## src/rtl/multiplier_datapath_pkg.sv

```systemverilog
// Shared encodings for the multiplier controller / datapath interface.
// Both sides import this package so select and shift codes stay in sync.
package multiplier_datapath_pkg;

    // Partial-product operand select codes
    localparam logic [1:0] SEL_LL = 2'b00;
    localparam logic [1:0] SEL_LH = 2'b01;
    localparam logic [1:0] SEL_HL = 2'b10;
    localparam logic [1:0] SEL_HH = 2'b11;

    // Partial-product shift codes
    localparam logic [1:0] SHIFT_0    = 2'b00;
    localparam logic [1:0] SHIFT_HALF = 2'b01;
    localparam logic [1:0] SHIFT_FULL = 2'b10;
    localparam logic [1:0] SHIFT_NONE = 2'b11;

endpackage

```

## src/rtl/multiplier_datapath_mult4x4.sv

```systemverilog
// Combinational unsigned HALF x HALF multiplier shared by all four steps.
module mult4x4 #(
    parameter int HALF = 4
) (
    input  logic [HALF-1:0]   a,
    input  logic [HALF-1:0]   b,
    output logic [2*HALF-1:0] p
);

    // Zero-extend both operands so the product is computed at full width
    assign p = {{HALF{1'b0}}, a} * {{HALF{1'b0}}, b};

endmodule

```

## src/rtl/multiplier_datapath.sv

```systemverilog
// Four-step shift-and-add multiplier datapath driven by the multiplier controller.
// One HALF x HALF multiplier is reused; partial products accumulate into product.
module multiplier_datapath
    import multiplier_datapath_pkg::*;
#(
    parameter int WIDTH = 8
) (
    input  logic               clk,
    input  logic               reset_a,
    input  logic [WIDTH-1:0]   dataa,
    input  logic [WIDTH-1:0]   datab,
    input  logic [1:0]         input_sel,
    input  logic [1:0]         shift_sel,
    input  logic               clk_ena,
    input  logic               sclr_n,
    output logic [1:0]         count,
    output logic [2*WIDTH-1:0] product,
    output logic               product_valid,
    output logic               seq_err
);

    localparam int HALF = WIDTH / 2;

    logic [WIDTH-1:0]   op_a;
    logic [WIDTH-1:0]   op_b;
    logic [HALF-1:0]    mul_a;
    logic [HALF-1:0]    mul_b;
    logic [WIDTH-1:0]   pp;
    logic [2*WIDTH-1:0] pp_ext;
    logic [2*WIDTH-1:0] addend;

    // Operand nibble selection from the registered operands
    always_comb begin
        mul_a = op_a[HALF-1:0];
        mul_b = op_b[HALF-1:0];
        case (input_sel)
            SEL_LL: begin
                mul_a = op_a[HALF-1:0];
                mul_b = op_b[HALF-1:0];
            end
            SEL_LH: begin
                mul_a = op_a[HALF-1:0];
                mul_b = op_b[WIDTH-1:HALF];
            end
            SEL_HL: begin
                mul_a = op_a[WIDTH-1:HALF];
                mul_b = op_b[HALF-1:0];
            end
            SEL_HH: begin
                mul_a = op_a[WIDTH-1:HALF];
                mul_b = op_b[WIDTH-1:HALF];
            end
            default: begin
                mul_a = op_a[HALF-1:0];
                mul_b = op_b[HALF-1:0];
            end
        endcase
    end

    mult4x4 #(
        .HALF(HALF)
    ) u_mult (
        .a(mul_a),
        .b(mul_b),
        .p(pp)
    );

    assign pp_ext = {{WIDTH{1'b0}}, pp};

    // SHIFT_NONE lets the controller burn a step without touching the accumulator
    always_comb begin
        addend = '0;
        case (shift_sel)
            SHIFT_0:    addend = pp_ext;
            SHIFT_HALF: addend = pp_ext << HALF;
            SHIFT_FULL: addend = pp_ext << WIDTH;
            SHIFT_NONE: addend = '0;
            default:    addend = '0;
        endcase
    end

    // Clear/load has priority over a step; otherwise hold
    always_ff @(posedge clk or negedge reset_a) begin
        if (!reset_a) begin
            op_a          <= '0;
            op_b          <= '0;
            product       <= '0;
            count         <= 2'd0;
            product_valid <= 1'b0;
            seq_err       <= 1'b0;
        end else if (!sclr_n) begin
            op_a          <= dataa;
            op_b          <= datab;
            product       <= '0;
            count         <= 2'd0;
            product_valid <= 1'b0;
            seq_err       <= 1'b0;
        end else if (clk_ena) begin
            product       <= product + addend;
            count         <= count + 2'd1;
            product_valid <= (count == 2'd3);
            seq_err       <= seq_err | (input_sel != count);
        end
    end

endmodule

```

## config.mk

```make
export PLATFORM = sky130hd
export DESIGN_NAME = multiplier_datapath
export DESIGN_NICKNAME = d
export VERILOG_FILES = /design/src/rtl/multiplier_datapath_pkg.sv /design/src/rtl/multiplier_datapath_mult4x4.sv /design/src/rtl/multiplier_datapath.sv
export SDC_FILE = /design/constraint.sdc
export NUM_CORES = 1
export LEC_CHECK = 0
export BUFFER_PORTS_ARGS = -buffer_cell sky130_fd_sc_hd__clkbuf_2
export CAP_MARGIN = 20
export CELL_PAD_IN_SITES_DETAIL_PLACEMENT = 0
export CELL_PAD_IN_SITES_GLOBAL_PLACEMENT = 1
export CORE_UTILIZATION = 48
export CTS_CLUSTER_SIZE = 8
export DETAILED_ROUTE_END_ITERATION = 10
export PLACE_DENSITY = 0.86
export SYNTH_ARGS = -nofsm -noshare
export SYNTH_HDL_FRONTEND = slang
export SYNTH_HIERARCHICAL = 1
export SYNTH_SLANG_ARGS = --single-unit
```

## constraint.sdc

```tcl
create_clock -name clk -period 8.3 [get_ports clk]
set_input_delay 0.83 -clock clk [delete_from_list [all_inputs] [get_ports clk]]
set_output_delay 0.83 -clock clk [all_outputs]
set_load 0.005 [all_outputs]
```

* After elaboration in Yosys (flattened, before gate mapping) *
Index checks and enable logic that the tools add are counted.

operators by class
  $add $sub $neg = 2
  multipliers = 1
  divide/modulo/power cells = 0
  $lt $le $gt $ge = 0
  equal/unequal tests = 9
  shifts and indexed selects = 0
  mux-type cells = 11
  bitwise operators = 1
  reductions and logical operators = 6

operator list
  kind                 count
  $pmux 16 s4          1
  $mux 16              2
  $add 16x16->16       1
  $pmux 4 s2           2
  $eq 2x2->1 const B   5
  $mul 4x4->8          1
  $reduce_or 2->1      4
  $eq 2x1->1 const B   2
  $logic_not 2->1      2
  $mux 1               4
  $mux 2               2
  $add 2x1->2 const B  1
  $ne 2x2->1           1
  $ne 2x2->1 const B   1
  $or 1x1->1           1

storage, ports and cells
  flip-flop bits (word level) = 36
  latch bits = 0
  bits in writable memories = 0
  ROM bits = 0
  input bits = 24
  output and inout port bits = 20
  memories = 0

* Longest topological paths before layout *
Gate-level depths: netlist (run 1).

  depth after elaboration = 8
  mapped depth = 18

* Cells and area by module *
Netlist (run 1), hierarchy kept.

modules (own cells, without submodules)
  module               times used  cells each  area an instance (sq um)  seq. area each (sq um)
  multiplier_datapath  1           246         2438.6                    900.9
  mult4x4              1           51          450.4                     0.0

* Least setup slack after synthesis (run 1) *
OpenSTA, ideal clock, no wires.

  path kind = input to register
  from = input input_sel[1]
  to = register product[15]
  library setup time = 78 ps
  arrival time = 4841 ps
  data required time = 8222 ps
  setup slack = 3381 ps
  stages on the path = 17
  cells stage by stage = mux2_2 -> nand2_1 -> fa_1 -> inv_1 -> fa_1 -> fa_1 -> a21o_1 -> a21oi_1 -> xnor2_1 -> a22o_1 -> ha_1 -> nand2_1 -> o21ai_0 -> o21ai_0 -> and4_4 -> or4_1 -> a21oi_1

on the way
  word-level cells in the longest chain between the ends = 8

ends and longest elaborated chain
  item                                RTL line                           source
  start: declaration                  multiplier_datapath.sv:12          input logic [1:0] input_sel,
  $eq 2x2->1 (tied with other cells)  multiplier_datapath.sv:36          case (input_sel)
  $reduce_or 2->1 (no source line)    n/a
  $pmux 4 s2                          multiplier_datapath.sv:36
  $mul 4x4->8 *                       multiplier_datapath_mult4x4.sv:11  assign p = {{HALF{1'b0}}, a} * {{HALF{1'b0}}, b};
  named net pp[6]                     multiplier_datapath.sv:28          logic [WIDTH-1:0] pp;
  $pmux 16 s4 *                       multiplier_datapath.sv:73          case (shift_sel)
  $add 16x16->16 *                    multiplier_datapath.sv:99          product <= product + addend;
  $mux 16 *                           multiplier_datapath.sv:98          end else if (clk_ena) begin
  $mux 16 *                           multiplier_datapath.sv:91          end else if (!sclr_n) begin
  end signal: assignment              multiplier_datapath.sv:99
  end: declaration                    multiplier_datapath.sv:17          output logic [2*WIDTH-1:0] product,

Mark *: on every way through the listed nets, which the timed path passes. The rest lies on a longest branch. The select of a mux whose other input is x is not followed.
A chain may end at the register's enable or synchronous reset.

* Worst setup path after layout (run 1) *
  from = input input_sel[0]
  to = register product[15]

on the way
  word-level cells in the longest chain between the ends = 8

ends and longest elaborated chain
  item                                RTL line                           source
  $eq 2x2->1 (tied with other cells)  multiplier_datapath.sv:36
  $reduce_or 2->1 (no source line)    n/a
  $pmux 4 s2 *                        multiplier_datapath.sv:36
  named net mul_b[3]                  multiplier_datapath.sv:27          logic [HALF-1:0] mul_b;
  $mul 4x4->8 *                       multiplier_datapath_mult4x4.sv:11
  named net pp[6]                     multiplier_datapath.sv:28
  $pmux 16 s4 *                       multiplier_datapath.sv:73
  $add 16x16->16 *                    multiplier_datapath.sv:99
  $mux 16 *                           multiplier_datapath.sv:98
  $mux 16 *                           multiplier_datapath.sv:91

Marks and branches as above.

==> results.md, run 1 <==
- Status: complete, no violations
- Top_reg_cell synth: dfrtp_1
- Fin. Hold Viols: 0
- Largest net degree at the start of global routing: 37
- Post-DP HPWL: 4960 um
- I/O pins: 44
- TritonCTS buffer count: 5
- Number of fill cells: 502
- TritonRoute pass-1 iters: 4
- Layout net count: 396
- Leading area contributor after synthesis: dfrtp_1
- Leakage: 0.00165 uW
- Worst-Skew Late Latency: 0.29 ns
- Die width: 79.6 um
- Flop-to-flop setup slack: 3.66 ns
- YS warnings: 6
- Final instance area: 3260 sq um
- Worst EP arrival: 5.27 ns
- Drt total wl: 6420 um
- Post-Syn Nets: 354
- CP endpoint kind: register
- Worst Setup Start Kind: input port
- GR Util All Layers: 22.8%
- Mapped Avg Cell Area: 9.73 sq um
- WP data required: 8.52 ns
- Count of final setup violators: 0
- Row cnt: 27
- Hold Crit Class: reg2reg
- Port Buf Inserts: 43
- Setup Total Neg Slack: 0 ns
- CTS tree: built
- Final routed wire length divided by cell count: 15.6 um
- Die height: 79.6 um
- Placed inst area: 3160 sq um
- Final GP Congestion: 0.855
- Area contributors post-synth: dfrtp_1, ha_1, mux2_2, and2_1, mux2i_1
- Max Root-Sink Buffers: 2
- Post-CTS sizing: 0
- Critical path type: in2reg
- Htree depth: 2
- Setup repair after global routing missed its margin: false
- Fraction of registers with async set/reset: 100%
- Hold-fix buffers, CTS: 0
- Worst Tran Pin Value: 0.927 ns
- Crit-path cells: clkbuf_2 > mux2_2 > nand2_1 > fa_1 > inv_1 > fa_1 > fa_1 > a21o_1 > a21oi_1 > xnor2_1 > a22o_1 > ha_1 > nand2_1 > o21ai_0 > o21ai_0 > and4_4 > or4_1 > a21oi_1
- Synth cell types: 51
- Tot Pwr: 633 uW
- Core Footprint: 5640 sq um
- Vias in the first global route: 2319
- P per Cell Area: 194 nW/um^2
- Share of cells above drive strength 1: 23.8%
- Crit-path max FO: 8
- Slew margin rel.: 38.2%
- Post-route clock period utilization: 60.8%
- Post-Syn Area: 2890 sq um
- Most frequent cell on the critical path: fa_1
- Vias: 2352
- Initial antenna violation count: 0
- Clock Pin Slew Worst Setup and Hold Paths: 0.08 ns
- Flip-flop and latch count after synthesis: 36
- Max Transition Viols Final: 0
- Post-synthesis sequential area ratio: 31.2%
- Post-layout min period: 5.05 ns
- Max IR drop VDD: 121 uV
- Area share of the largest cell type after synthesis: 31.2%
- DRC: 0
- Routed vias/inst: 5.71
- Antenna-violating nets left: 0
- Fin cells: 412
- Ant. Diodes: 0
- Post-synth EDFFs: 0
- Die area: 6330 sq um
- CP max-delay cell: fa_1
- Post-Syn Instances: 297
- Starting Density: 51.2%
- Clock Tree Root: clkbuf_8
- Fmax achieved: 0.198 GHz
- Area delta synth->final: 12.7%
- Max Cap Violations: 0
- Setup Skew: 0.00853 ns
- CP max stage delay: 0.53 ns
- Number of placed cells counting well taps: 404
- Pre-CTS worst setup slack: 2.95 ns
- Total grt overflow: 0
- Final worst slack: 3.25 ns
- Clock sink count: 36
- First-pass GRT wire length: 11200 um
- Setup Buffers After CTS: 0
- DRT iter0 DRCs: 102
==> registers in the layout, indices dropped and copies added (netlist names) <==
signal,cells
op_a,8
product_valid,1
seq_err,1
count,2
product,16
op_b,8
==> cell usage in the layout (no fill, tap or decap), types with 3 or more instances in the layout <==
cell type | synthesis | layout
clkbuf_8 | 0 | 6
fa_1 | 5 | 5
a31oi_1 | 3 | 3
clkbuf_2 | 0 | 43
and2_1 | 22 | 22
a211oi_1 | 4 | 4
nor3b_1 | 3 | 3
o21bai_1 | 3 | 3
mux2_2 | 24 | 24
dfrtp_1 | 36 | 36
ha_1 | 28 | 28
nand4_1 | 4 | 4
o21ai_0 | 10 | 10
inv_1 | 8 | 8
nand2_1 | 16 | 16
xnor2_1 | 8 | 8
or4_1 | 4 | 4
a21oi_1 | 17 | 17
nand3_1 | 7 | 7
a21o_1 | 12 | 12
and3_1 | 3 | 3
a22o_1 | 4 | 4
nor2_1 | 26 | 26
mux2i_1 | 11 | 11
==> path summary, 6_finish.rpt <==
check	startpoint	endpoint	depth (start not counted)
max in group asynchronous	reset_a	op_b[7]	1
max reg2reg	op_a[0]	product[15]	17
min	op_b[4]	op_b[4]	1
min reg2reg	op_b[4]	op_b[4]	1
min in group asynchronous	reset_a	product[3]	1
max	input_sel[0]	product[15]	18
==> per-layer routing <==
metal | wire length [um] | global-route usage, %
met2 | 2880 | 35.4
met5 | 0 | 0
met3 | 203 | 3.09
met4 | 86 | 7.09
met1 | 3250 | 32.6
==> power breakdown <==
part	switching [uW]	internal [uW]
clock network	67.4	67.6
registers	18.8	198
logic	159	122
==> synthesized netlist by cell type (3+ instances only) <==
library cell  count
dfrtp_1          36
ha_1             28
nor2_1           26
mux2_2           24
and2_1           22
a21oi_1          17
nand2_1          16
a21o_1           12
mux2i_1          11
o21ai_0          10
inv_1             8
xnor2_1           8
nand3_1           7
clkbuf_1          5
fa_1              5
a211oi_1          4
a22o_1            4
nand4_1           4
or4_1             4
a31oi_1           3
and3_1            3
nor3b_1           3
o21bai_1          3
==> cell families after synthesis <==
logic type	after synthesis	synth area share, %
simple gates	97	17.8
buf+inv	16	2.17
fa+ha+maj	33	15.6
mux	35	13.2
xor+xnor	10	3.03
flops	36	31.2
compound gates	70	17.1
==> critical path, delay by kind of cell <==
kind | cells | cell delay [ns]
buf+inv | 2 | 0.19
mux | 1 | 0.27
fa+ha+maj | 4 | 1.93
simple gates | 4 | 0.83
xor+xnor | 1 | 0.12
compound gates | 6 | 1.07
==> through the flow <==
step	utilization, %	hold slack [ns]
after floorplan	-	0.474
after global placement	56.0	0.483
after detailed placement	56.0	0.493
after CTS	57.7	0.509
after global routing	57.7	0.524
final	57.7	0.504
==> final cells by class <==
type / instances / area, sq um / share of cell area [%]
flip-flops and latches: 36 / 901 / 27.7
multi-input cells: 245 / 1930 / 59.1
well taps: 72 / 90.1 / 2.77
clock inverters: 1 / 7.51 / 0.231
repair buffers: 43 / 215 / 6.61
clock buffers: 7 / 86.3 / 2.65
inverters: 8 / 30.0 / 0.922
No activity file was read; power rests on OpenSTA's default activity.
==> inputs of run 2 (changes only) <==
--- a/config.mk
+++ b/config.mk
@@ -9,10 +9,10 @@
 export CAP_MARGIN = 20
 export CELL_PAD_IN_SITES_DETAIL_PLACEMENT = 0
 export CELL_PAD_IN_SITES_GLOBAL_PLACEMENT = 1
-export CORE_UTILIZATION = 48
+export CORE_UTILIZATION = 44
 export CTS_CLUSTER_SIZE = 8
 export DETAILED_ROUTE_END_ITERATION = 10
-export PLACE_DENSITY = 0.86
+export PLACE_DENSITY = 0.8
 export SYNTH_ARGS = -nofsm -noshare
 export SYNTH_HDL_FRONTEND = slang
 export SYNTH_HIERARCHICAL = 1
==> constraint.sdc (replaced) <==
create_clock -name clk -period 4.9 [get_ports clk]
set_input_delay 0.49 -clock clk [delete_from_list [all_inputs] [get_ports clk]]
set_output_delay 0.49 -clock clk [all_outputs]
set_load 0.005 [all_outputs]
==> results.md, run 2 (synthesis gave the netlist of run 1 again) <==
- Layout net count: 409
- Final worst slack: 0.250 ns
- Max IR drop VDD: 163 uV
- Post-layout min period: 4.65 ns
- Biggest regs: product (16), op_a (8), op_b (8)
- First-pass GRT wire length: 11200 um
- Combinational share of power: 46.1%
- Clock sink count: 36
- TritonRoute pass-1 iters: 4
- Row cnt: 29
- Post-route clock period utilization: 94.9%
- Worst EP arrival: 4.86 ns
- Number of fill cells: 591
- TritonCTS buffer count: 5
- Core Footprint: 6350 sq um
- Antenna-violating nets left: 0
- CP Depth: 18
- Status: complete, no violations
- Hold WS: 0.334 ns
- Setup repair after global routing missed its margin: false
- Number of placed cells counting well taps: 422
- Starting Density: 45.5%
- Max reg flops: 16
- Slew margin rel.: 36.2%
- Final GP Congestion: 0.873
- Fin. Hold Viols: 0
- Final routed wire length divided by cell count: 15.4 um
- Share of cells above drive strength 1: 26.6%
- Crit path max-delay family: adder cells
- Commonest non-fill, non-tap cells in the layout: clkbuf_2, dfrtp_1, ha_1
- Crit path buffers/inverters: 2
- Most frequent cell on the critical path: fa_1
- Switching Fraction: 38.4%
- Cell Int Power: 684 uW
- Max Transition Viols Final: 0
- CTS tree: built
- P_sw: 426 uW
- Hold Crit Class: in2async
- Area delta synth->final: 16.3%
- Total grt overflow: 0
- Worst Setup Start Kind: input port
- Count of final setup violators: 0
- Vias in the first global route: 2379
- Die width: 83.0 um
- Ant. Diodes: 0
- R2R Path Start: op_a[4]
- DRC: 0
- WP data required: 5.11 ns
- Flop-to-flop setup slack: 0.34 ns
- P per Cell Area: 330 nW/um^2
- Critical path type: in2reg
- GR Util All Layers: 20.2%
- Reg2reg end: product[15]
- Commonest non-fill, non-tap cell in the layout: clkbuf_2
- Fmax achieved: 0.215 GHz
- Setup crit start: input_sel[1]
- Pre-CTS worst setup slack: -0.0220 ns
- R2R cell count: 17
- Initial antenna violation count: 0
- Largest net degree at the start of global routing: 37
- Worst-Skew Late Latency: 0.29 ns
- Crit-path cells: clkbuf_2 > mux2_2 > nand2_1 > fa_1 > inv_1 > fa_1 > fa_1 > a21o_1 > a21oi_1 > xnor2_1 > a22o_1 > ha_1 > nand2_1 > o21ai_0 > o21ai_0 > and4_4 > or4_1 > a21oi_1
- Leakage: 0.00171 uW
- Die height: 83.0 um
- Clock Pin Slew Worst Setup and Hold Paths: 0.08 ns
- Tot Pwr: 1110 uW
- Worst Tran Pin Value: 0.956 ns
- DRT iter0 DRCs: 74
- Setup Skew: 0.00778 ns
- Port Buf Inserts: 43
- Clock Tree Root: clkbuf_8
- Htree depth: 2
- Drt total wl: 6640 um
- Max Root-Sink Buffers: 2
- Sequential power share: 33.0%
- CP endpoint kind: register
- Reg with most FFs: product
- Post-DP HPWL: 5090 um
- Die area: 6890 sq um
- Clock Power Share: 20.9%
- Routed vias/inst: 5.57
- Setup Total Neg Slack: 0 ns
- Max Cap Violations: 0
- CP max-delay cell: fa_1
- Crit-path max FO: 5
- Vias: 2395
- I/O pins: 44
- CP max stage delay: 0.53 ns
- Fin cells: 430
[run 2: through the flow]
step | utilization (%) | instance area, sq um
6_report | 52.9 | 3360
5_1_grt | 52.9 | 3360
4_1_cts | 52.9 | 3360
3_5_place_dp | 51.4 | 3270
3_3_place_gp | 51.4 | 3270
2_1_floorplan | - | 2890
[run 2: final cells by class]
type	instances	area (sq um)	share of cell area, %
Clock buffer	7	86.3	2.57
Clock inverter	1	7.51	0.223
Inverter	8	30.0	0.894
Multi-Input combinational cell	245	1930	57.3
Sequential cell	36	901	26.8
Tap cell	77	96.3	2.87
Timing Repair Buffer	56	313	9.31
[run 2: how the worst max path moves through the flow]
stage                  end  slack (ns)
3_3_place_gp   product[15]        0.04
4_1_cts        product[15]        0.27
3_5_place_dp   product[15]       -0.02
6_report       product[15]        0.25
5_1_grt        product[15]        0.02
2_1_floorplan  product[15]        0.32
[run 2: per-layer routing]
layer	vias up	routed length (um)	GRT usage, %
met5	-	0	0
li1	1212	-	-
met2	52	3020	32.6
met1	1123	3310	27.9
met3	8	228	3.48
met4	0	81	5.80
[run 2: what timing repair did]
action	4_1_cts	5_1_grt
endpoints found under the setup margin	0	1
hold buffers	0	0
setup buffers	0	0
resized for setup	0	1
[run 2: power by group through the flow]
stage | logic (uW) | registers, uW | clock network [uW]
after CTS | 509 | 367 | 240
final | 512 | 366 | 231
after detailed placement | 506 | 372 | 0
after global routing | 575 | 372 | 248
after global placement | 503 | 373 | 0
after floorplan | 352 | 366 | 0
